$ cat config.mk
export PLATFORM = sky130hd
export DESIGN_NAME = sirv_gnrl_regfifo
export DESIGN_NICKNAME = d
export VERILOG_FILES = /design/src/rtl/sirv_gnrl_pkg.sv /design/src/rtl/sirv_gnrl_fifo_ptr.sv /design/src/rtl/sirv_gnrl_regfifo.sv
export SDC_FILE = /design/constraint.sdc
export NUM_CORES = 1
export LEC_CHECK = 0
export BUFFER_PORTS_ARGS = -buffer_cell sky130_fd_sc_hd__buf_2
export CORE_ASPECT_RATIO = 1.75
export CORE_MARGIN = 5
export CORE_UTILIZATION = 45
export CTS_CLUSTER_DIAMETER = 60
export CTS_CLUSTER_SIZE = 20
export DETAILED_ROUTE_END_ITERATION = 12
export PLACE_DENSITY = 0.83
export SLEW_MARGIN = 15
export SYNTH_ARGS = -nofsm -noshare
export SYNTH_HDL_FRONTEND = slang
export SYNTH_SLANG_ARGS = --single-unit
$ cat constraint.sdc
create_clock -name clk -period 1.35 [get_ports clk]
set_input_delay 0.27 -clock clk [delete_from_list [all_inputs] [get_ports clk]]
set_output_delay 0.27 -clock clk [all_outputs]
set_load 0.02 [all_outputs]
$ cat src/rtl/sirv_gnrl_pkg.sv
// Shared helpers for the sirv_gnrl register FIFO family: width functions and depth limits.
package sirv_gnrl_pkg;

  localparam int unsigned FIFO_DP_MAX = 16;

  function automatic int unsigned sirv_clog2(input int unsigned value);
    int unsigned v;
    int unsigned r;
    v = value - 1;
    r = 0;
    while (v > 0) begin
      r = r + 1;
      v = v >> 1;
    end
    return r;
  endfunction

  // Pointer width, kept at least one bit so a single-entry FIFO still has a pointer.
  function automatic int unsigned sirv_ptr_w(input int unsigned dp);
    return (dp > 1) ? sirv_clog2(dp) : 1;
  endfunction

endpackage

$ cat src/rtl/sirv_gnrl_fifo_ptr.sv
// Wrap-around FIFO pointer: counts 0..DP-1 on inc_i, async reset to 0.
module sirv_gnrl_fifo_ptr
  import sirv_gnrl_pkg::*;
#(
  parameter int DP = 2
) (
  input  logic                      clk,
  input  logic                      rst_n,
  input  logic                      inc_i,
  output logic [sirv_ptr_w(DP)-1:0] ptr_o
);

  localparam int PW = sirv_ptr_w(DP);

  logic [PW-1:0] ptr_q;
  logic [PW-1:0] ptr_d;

  always_comb begin
    ptr_d = ptr_q;
    if (inc_i) begin
      ptr_d = (ptr_q == PW'(DP - 1)) ? '0 : ptr_q + PW'(1);
    end
  end

  always_ff @(posedge clk or negedge rst_n) begin
    if (!rst_n) begin
      ptr_q <= '0;
    end else begin
      ptr_q <= ptr_d;
    end
  end

  assign ptr_o = ptr_q;

endmodule

$ cat src/rtl/sirv_gnrl_regfifo.sv
// Flop-based valid/ready FIFO of DP entries x DW bits.
// Optional same-cycle pass-through when empty: define SIRV_GNRL_REGFIFO_BYPASS_EN.
module sirv_gnrl_regfifo
  import sirv_gnrl_pkg::*;
#(
  parameter int DW = 32,
  parameter int DP = 2
) (
  input  logic                          clk,
  input  logic                          rst_n,
  input  logic                          i_vld,
  output logic                          i_rdy,
  input  logic [DW-1:0]                 i_dat,
  output logic                          o_vld,
  input  logic                          o_rdy,
  output logic [DW-1:0]                 o_dat,
  output logic [sirv_clog2(DP+1)-1:0]   count
);

  localparam int CW = sirv_clog2(DP + 1);
  localparam int PW = sirv_ptr_w(DP);

  if (DW < 1) begin : g_dw_chk
    $error("sirv_gnrl_regfifo: DW must be >= 1");
  end
  if (DP < 1) begin : g_dp_chk
    $error("sirv_gnrl_regfifo: DP must be >= 1");
  end
  if (DP > FIFO_DP_MAX) begin : g_dp_max_chk
    $warning("sirv_gnrl_regfifo: DP exceeds the intended flop-FIFO depth");
  end

  logic [DW-1:0] mem_q [DP];
  logic [CW-1:0] count_q;
  logic [CW-1:0] count_d;
  logic [PW-1:0] wptr;
  logic [PW-1:0] rptr;
  logic          push;
  logic          pop;
  logic          empty;
  logic          bypass;

  assign empty = (count_q == '0);
  assign i_rdy = (count_q != CW'(DP));

`ifdef SIRV_GNRL_REGFIFO_BYPASS_EN
  assign bypass = empty && i_vld;
`else
  assign bypass = 1'b0;
`endif

  assign o_vld = !empty || bypass;
  assign o_dat = bypass ? i_dat : mem_q[rptr];

  // A pass-through beat consumed downstream is neither written nor popped.
  assign push = i_vld && i_rdy && !(bypass && o_rdy);
  assign pop  = !empty && o_rdy;

  sirv_gnrl_fifo_ptr #(.DP(DP)) u_wptr (
    .clk   (clk),
    .rst_n (rst_n),
    .inc_i (push),
    .ptr_o (wptr)
  );

  sirv_gnrl_fifo_ptr #(.DP(DP)) u_rptr (
    .clk   (clk),
    .rst_n (rst_n),
    .inc_i (pop),
    .ptr_o (rptr)
  );

  always_ff @(posedge clk or negedge rst_n) begin
    if (!rst_n) begin
      for (int unsigned k = 0; k < DP; k++) begin
        mem_q[k] <= '0;
      end
    end else begin
      for (int unsigned k = 0; k < DP; k++) begin
        if (push && (wptr == PW'(k))) begin
          mem_q[k] <= i_dat;
        end
      end
    end
  end

  always_comb begin
    count_d = count_q;
    if (push && !pop) begin
      count_d = count_q + CW'(1);
    end else if (pop && !push) begin
      count_d = count_q - CW'(1);
    end
  end

  always_ff @(posedge clk or negedge rst_n) begin
    if (!rst_n) begin
      count_q <= '0;
    end else begin
      count_q <= count_d;
    end
  end

  assign count = count_q;

endmodule

* After elaboration in Yosys (flattened, before gate mapping) *
Cells that the tools add are included.

storage, ports and cells
  register bits = 68
  input bits = 36
  output and inout port bits = 36

cells by class
  add/sub/neg operators = 4
  order comparisons = 1
  eq/ne operators = 1
  multiplexer cells = 7
  bitwise logic cells = 2
  reductions and logical operators = 11

operators with widths
  operator             count
  $mux 32              3
  $logic_and 1x1->1    6
  $mux 2               2
  $logic_not 1->1      3
  $add 1x1->1 const B  2
  $add 2x1->2 const B  1
  $ge 2x2->1 const B   1
  $logic_not 2->1      1
  $mux 1               2
  $ne 2x2->1 const B   1
  $not 1->2            1
  $reduce_bool 2->1    1
  $sub 2x1->2 const B  1
  $not 1->1            1

* Logic depth before layout (Yosys ltp) *
  depth in word-level cells = 6
  mapped depth = 6
  depth with buffers taken out = 6

* By module *
From an unflattened synthesis, not the netlist that was laid out.

unflattened totals
  cell total of the unflattened synthesis = 190
  area, all modules = 3284.4 sq um

by module, submodules not included
  module              instances  cells an instance  area each (sq um)  seq. area each (sq um)
  sirv_gnrl_regfifo   1          186                3216.8             1651.6
  sirv_gnrl_fifo_ptr  2          2                  33.8               25.0

* Worst setup path after synthesis *
Ideal clock, no wire load.

  path type = register to register
  from = reg count_q[0] (netlist: count[0])
  to = reg count_q[1] (netlist: count[1])
  setup time = 0.135 ns
  arrival = 1.464 ns
  slack = -0.249 ns
  cell stages (with the launch flop) = 7
  period minus slack after synthesis = 1.599 ns
  cells stage by stage = dfrtp_1 > or2_2 > nand2_1 > ha_1 > xor2_1 > nor2_1 > xor2_1

between the ends
  word-level cells in the longest chain between the ends = 6
  elaborated cells between the ends (all ways) = 14
  classes of those cells = add/sub (2); eq/ne (1); mux (2); reduce/logical (9)

RTL lines
  element                                             line                      RTL
  from (decl)                                         sirv_gnrl_regfifo.sv:34   logic [CW-1:0] count_q;
  from (signal assigned)                              sirv_gnrl_regfifo.sv:100  count_q <= count_d;
  $logic_not 2->1 *                                   sirv_gnrl_regfifo.sv:43   assign empty = (count_q == '0);
  $logic_not 1->1 *                                   --
  net o_vld                                           sirv_gnrl_regfifo.sv:14   output logic o_vld,
  $logic_and 1x1->1 *                                 sirv_gnrl_regfifo.sv:57   assign pop = !empty && o_rdy;
  $logic_not 1->1                                     sirv_gnrl_regfifo.sv:89   if (push && !pop) begin
  $logic_and 1x1->1                                   sirv_gnrl_regfifo.sv:89
  $mux 2 / $reduce_bool 2->1 (equally long branches)  --

Mark *: on every way through the listed nets, which the timed path passes. The rest lies on a longest branch. The select of a mux whose other input is x is not followed.
A chain may end at the register's enable or synchronous reset.

* Worst setup path in the final report *
  from = reg u_rptr.ptr_q (netlist: u_rptr.ptr_o)
  to = out o_dat[11]

between the ends
  word-level cells in the longest chain between the ends = 4

RTL lines
  element                                     line                      RTL
  from (decl)                                 sirv_gnrl_fifo_ptr.sv:15  logic [PW-1:0] ptr_q;
  from (signal assigned)                      sirv_gnrl_fifo_ptr.sv:29  ptr_q <= ptr_d;
  $not 1->2 (implied by the code)             sirv_gnrl_regfifo.sv:53   assign o_dat = bypass ? i_dat : mem_q[rptr];
  $mux 32 (implied by the code) (3 in a row)  sirv_gnrl_regfifo.sv:53
  to (decl)                                   sirv_gnrl_regfifo.sv:16   output logic [DW-1:0] o_dat,

No other way between the ends. The select of a mux whose other input is x is not followed.

==> impl_metrics.py <==
metrics = {
    "timing": {
        "setup_viol_count_final": 99,
        "fin_setup_tns_ps": -19410,
        "fin_crit_sh_pct": 125,
        "holdWs_ps": 187,
        "fmax_mhz": 591,
        "layout_min_cycle_time_ps": 1690,
        "final_max_slew_viol_count": 0,
        "rsz0062_at_grt": "true",
        "fin_skew_ps": 9.01,
        "slew_headroom_pct": 86.6,
        "hold_violations": 0,
        "tightest_slew_ps": 201,
        "finalWorstSetupSlack_ps": -343,
    },
    "setup_path": {
        "crit_path_end_kind": "primary output",
        "cp.buffers_inverters": 2,
        "path_delay_family": "flip-flops",
        "crit_slowest_cell": "dfrtp_2",
        "path_cells": "buf_12 -> mux2_2 -> buf_2",
        "crit_start": "u_rptr.ptr_o",
        "crit_type": "flop to primary output",
        "slowest_delay_ps": 410,
        "rrSetupSlack_ps": -180,
        "worstPathArrival_ps": 1420,
        "path_max_fanout": 17,
        "cp.required_ps": 1080,
        "start_kind": "flop",
        "reg2reg_from": "count[0]",
    },
    "layout": {
        "seq_area_um2": 1710,
        "antenna-diode-count": 0,
        "multi_input_area_um2": 1460,
        "fin_cells": 374,
        "area_delta_synth_final_pct": 35.9,
        "nNetsFinal": 321,
        "final_util_pct": 62.1,
        "drive_gt1_share_pct": 74.3,
        "design_area_um2": 4460,
        "fillers": 529,
    },
    "global_route": {
        "grt_max_degree": 37,
        "grt_use_total_pct": 17.4,
        "antenna_found_initial": 0,
        "grt_pass1_vias": 2161,
        "grt_pass1_wl_um": 11500,
        "grt_overflow": 0,
    },
    "min_path": {
        "hold_path_class": "input port to flop",
        "hp-start": "i_dat[31]",
    },
    "power": {
        "p_per_area_nw_per_um2": 3020,
        "p_leak_nw": 2.12,
        "power_mw": 13.4,
        "irDropWorstVdd_mv": 1.47,
    },
    "placement": {
        "dp_hpwl_um": 4550,
        "placedCellCount": 348,
        "gp_congestion": 0.756,
        "portBuffers": 71,
        "place_area_um2": 3810,
        "post-place-ws_ps": -62.3,
    },
    "floorplanning": {
        "die_h_um": 123,
        "rows": 41,
        "dieWidth_um": 74.5,
        "start_util_pct": 45.7,
        "die_area_um2": 9170,
        "core-area_um2": 7180,
        "io_pins": 72,
    },
    "clock_network": {
        "cts_root_buf": "clkbuf_16",
        "path_clk_slew_ps": 50,
        "cts_buffers": 9,
        "cts_tree": "built",
        "clock_path_buffers": 2,
        "cts_sinks": 68,
        "clock_latency_ps": 330,
        "cts.htree.levels": 3,
    },
    "routing": {
        "vias_per_cell": 5.07,
        "drt_wl_total_um": 7250,
        "drt_iter0_markers": 65,
        "detail-route-antenna-nets": 0,
        "vias": 1897,
        "firstDrtPassIters": 4,
        "wire_per_inst_um": 19.4,
        "drc_errors": 0,
    },
    "synth": {
        "yosysTopAreaCellShare_pct": 51.9,
        "synth_fp_nets": 226,
        "synth.avg_cell_area_um2": 17.4,
        "synth_area_um2": 3280,
        "yosysUniqueCellTypes": 17,
        "synth_area_leaders": "dfrtp_1, mux2_4, mux2_2",
        "yosysSeqAreaShare_pct": 51.9,
        "synth-seq-cells": 68,
        "synth_warnings": 0,
        "yosys.area.top_type": "dfrtp_1",
        "netlist_instances": 189,
    },
    "outcome": {
        "status": "complete, but fails checks",
        "violations": "negative setup slack",
    },
    "run": {
        "maxCapViolCount": 0,
    },
}
## what timing repair did
item                                    4_1_cts  5_1_grt
hold buffers                                  1        0
buffers inserted                             10        3
pin swaps                                     4        0
endpoints found under the hold margin        68        0
endpoints found under the setup margin       93      101
resized for setup                            54       15
cloned                                        5        0
## cells in the mapped netlist (all sizes together)
library cell / count
clkbuf: 1
nor2: 1
nand2b: 1
and3b: 1
or2: 1
buf: 11
nand2: 1
xnor2: 2
and2: 1
mux2: 96
ha: 1
xor2: 3
and3: 1
dfrtp: 68
## power breakdown
group          internal (mW)  leakage [nW]  switching, mW
combinational           4.41          1.17           2.97
clock                   1.52         0.146          0.803
sequential              3.12         0.797          0.628
total                   9.05          2.12           4.40
## final cells by class
type / instances / area share, %
flip-flops and latches: 68 / 38.2
multi-input cells: 109 / 32.7
repair buffers: 96 / 20.1
clock buffers: 13 / 5.84
well taps: 86 / 2.41
clock inverters: 2 / 0.786
## cell families after synthesis
group	after synthesis	synth area share [%]
multiplexers	96	39.8
flip-flops	68	51.9
buffers and inverters	12	4.92
AND/OR/NAND/NOR	7	1.68
XOR/XNOR	5	1.34
adder cells (fa/ha/maj)	1	0.381
## worst register-to-register path: cells and delay by family, from the launching register on
kind | cells | cell delay [ps]
buffers and inverters | 3 | 390
DFF | 1 | 410
muxes | 1 | 300
and+or+nand+nor | 2 | 300
## registers in the layout, indices dropped and copies added (netlist names)
signal,cells
count,2
mem_q,64
u_rptr.ptr_o,1
u_wptr.ptr_o,1
## worst paths after layout
path | to | cells after the start
worst max-delay path | o_dat[11] | 3
worst min-delay path | mem_q[31] | 2
worst max register to register | mem_q[26] | 6
worst min register to register | u_wptr.ptr_o | 1
max in group asynchronous | count[1] | 3
min in group asynchronous | mem_q[7] | 3
## layer usage
layer / part of all wire (%) / track usage [%]
met5: 0 / 0
met4: 2.2 / 10.2
met3: 3.3 / 4.23
met2: 55 / 28.2
met1: 39 / 20.4
## placed cells by master, fill, tap and decap left out, drive strengths merged, types with 2 or more instances in the layout
cell type	netlist	layout
mux2	96	96
buf	11	95
clkbuf	1	13
xor2	3	3
dfrtp	68	68
xnor2	2	2
No activity file was read; power rests on OpenSTA's default activity.
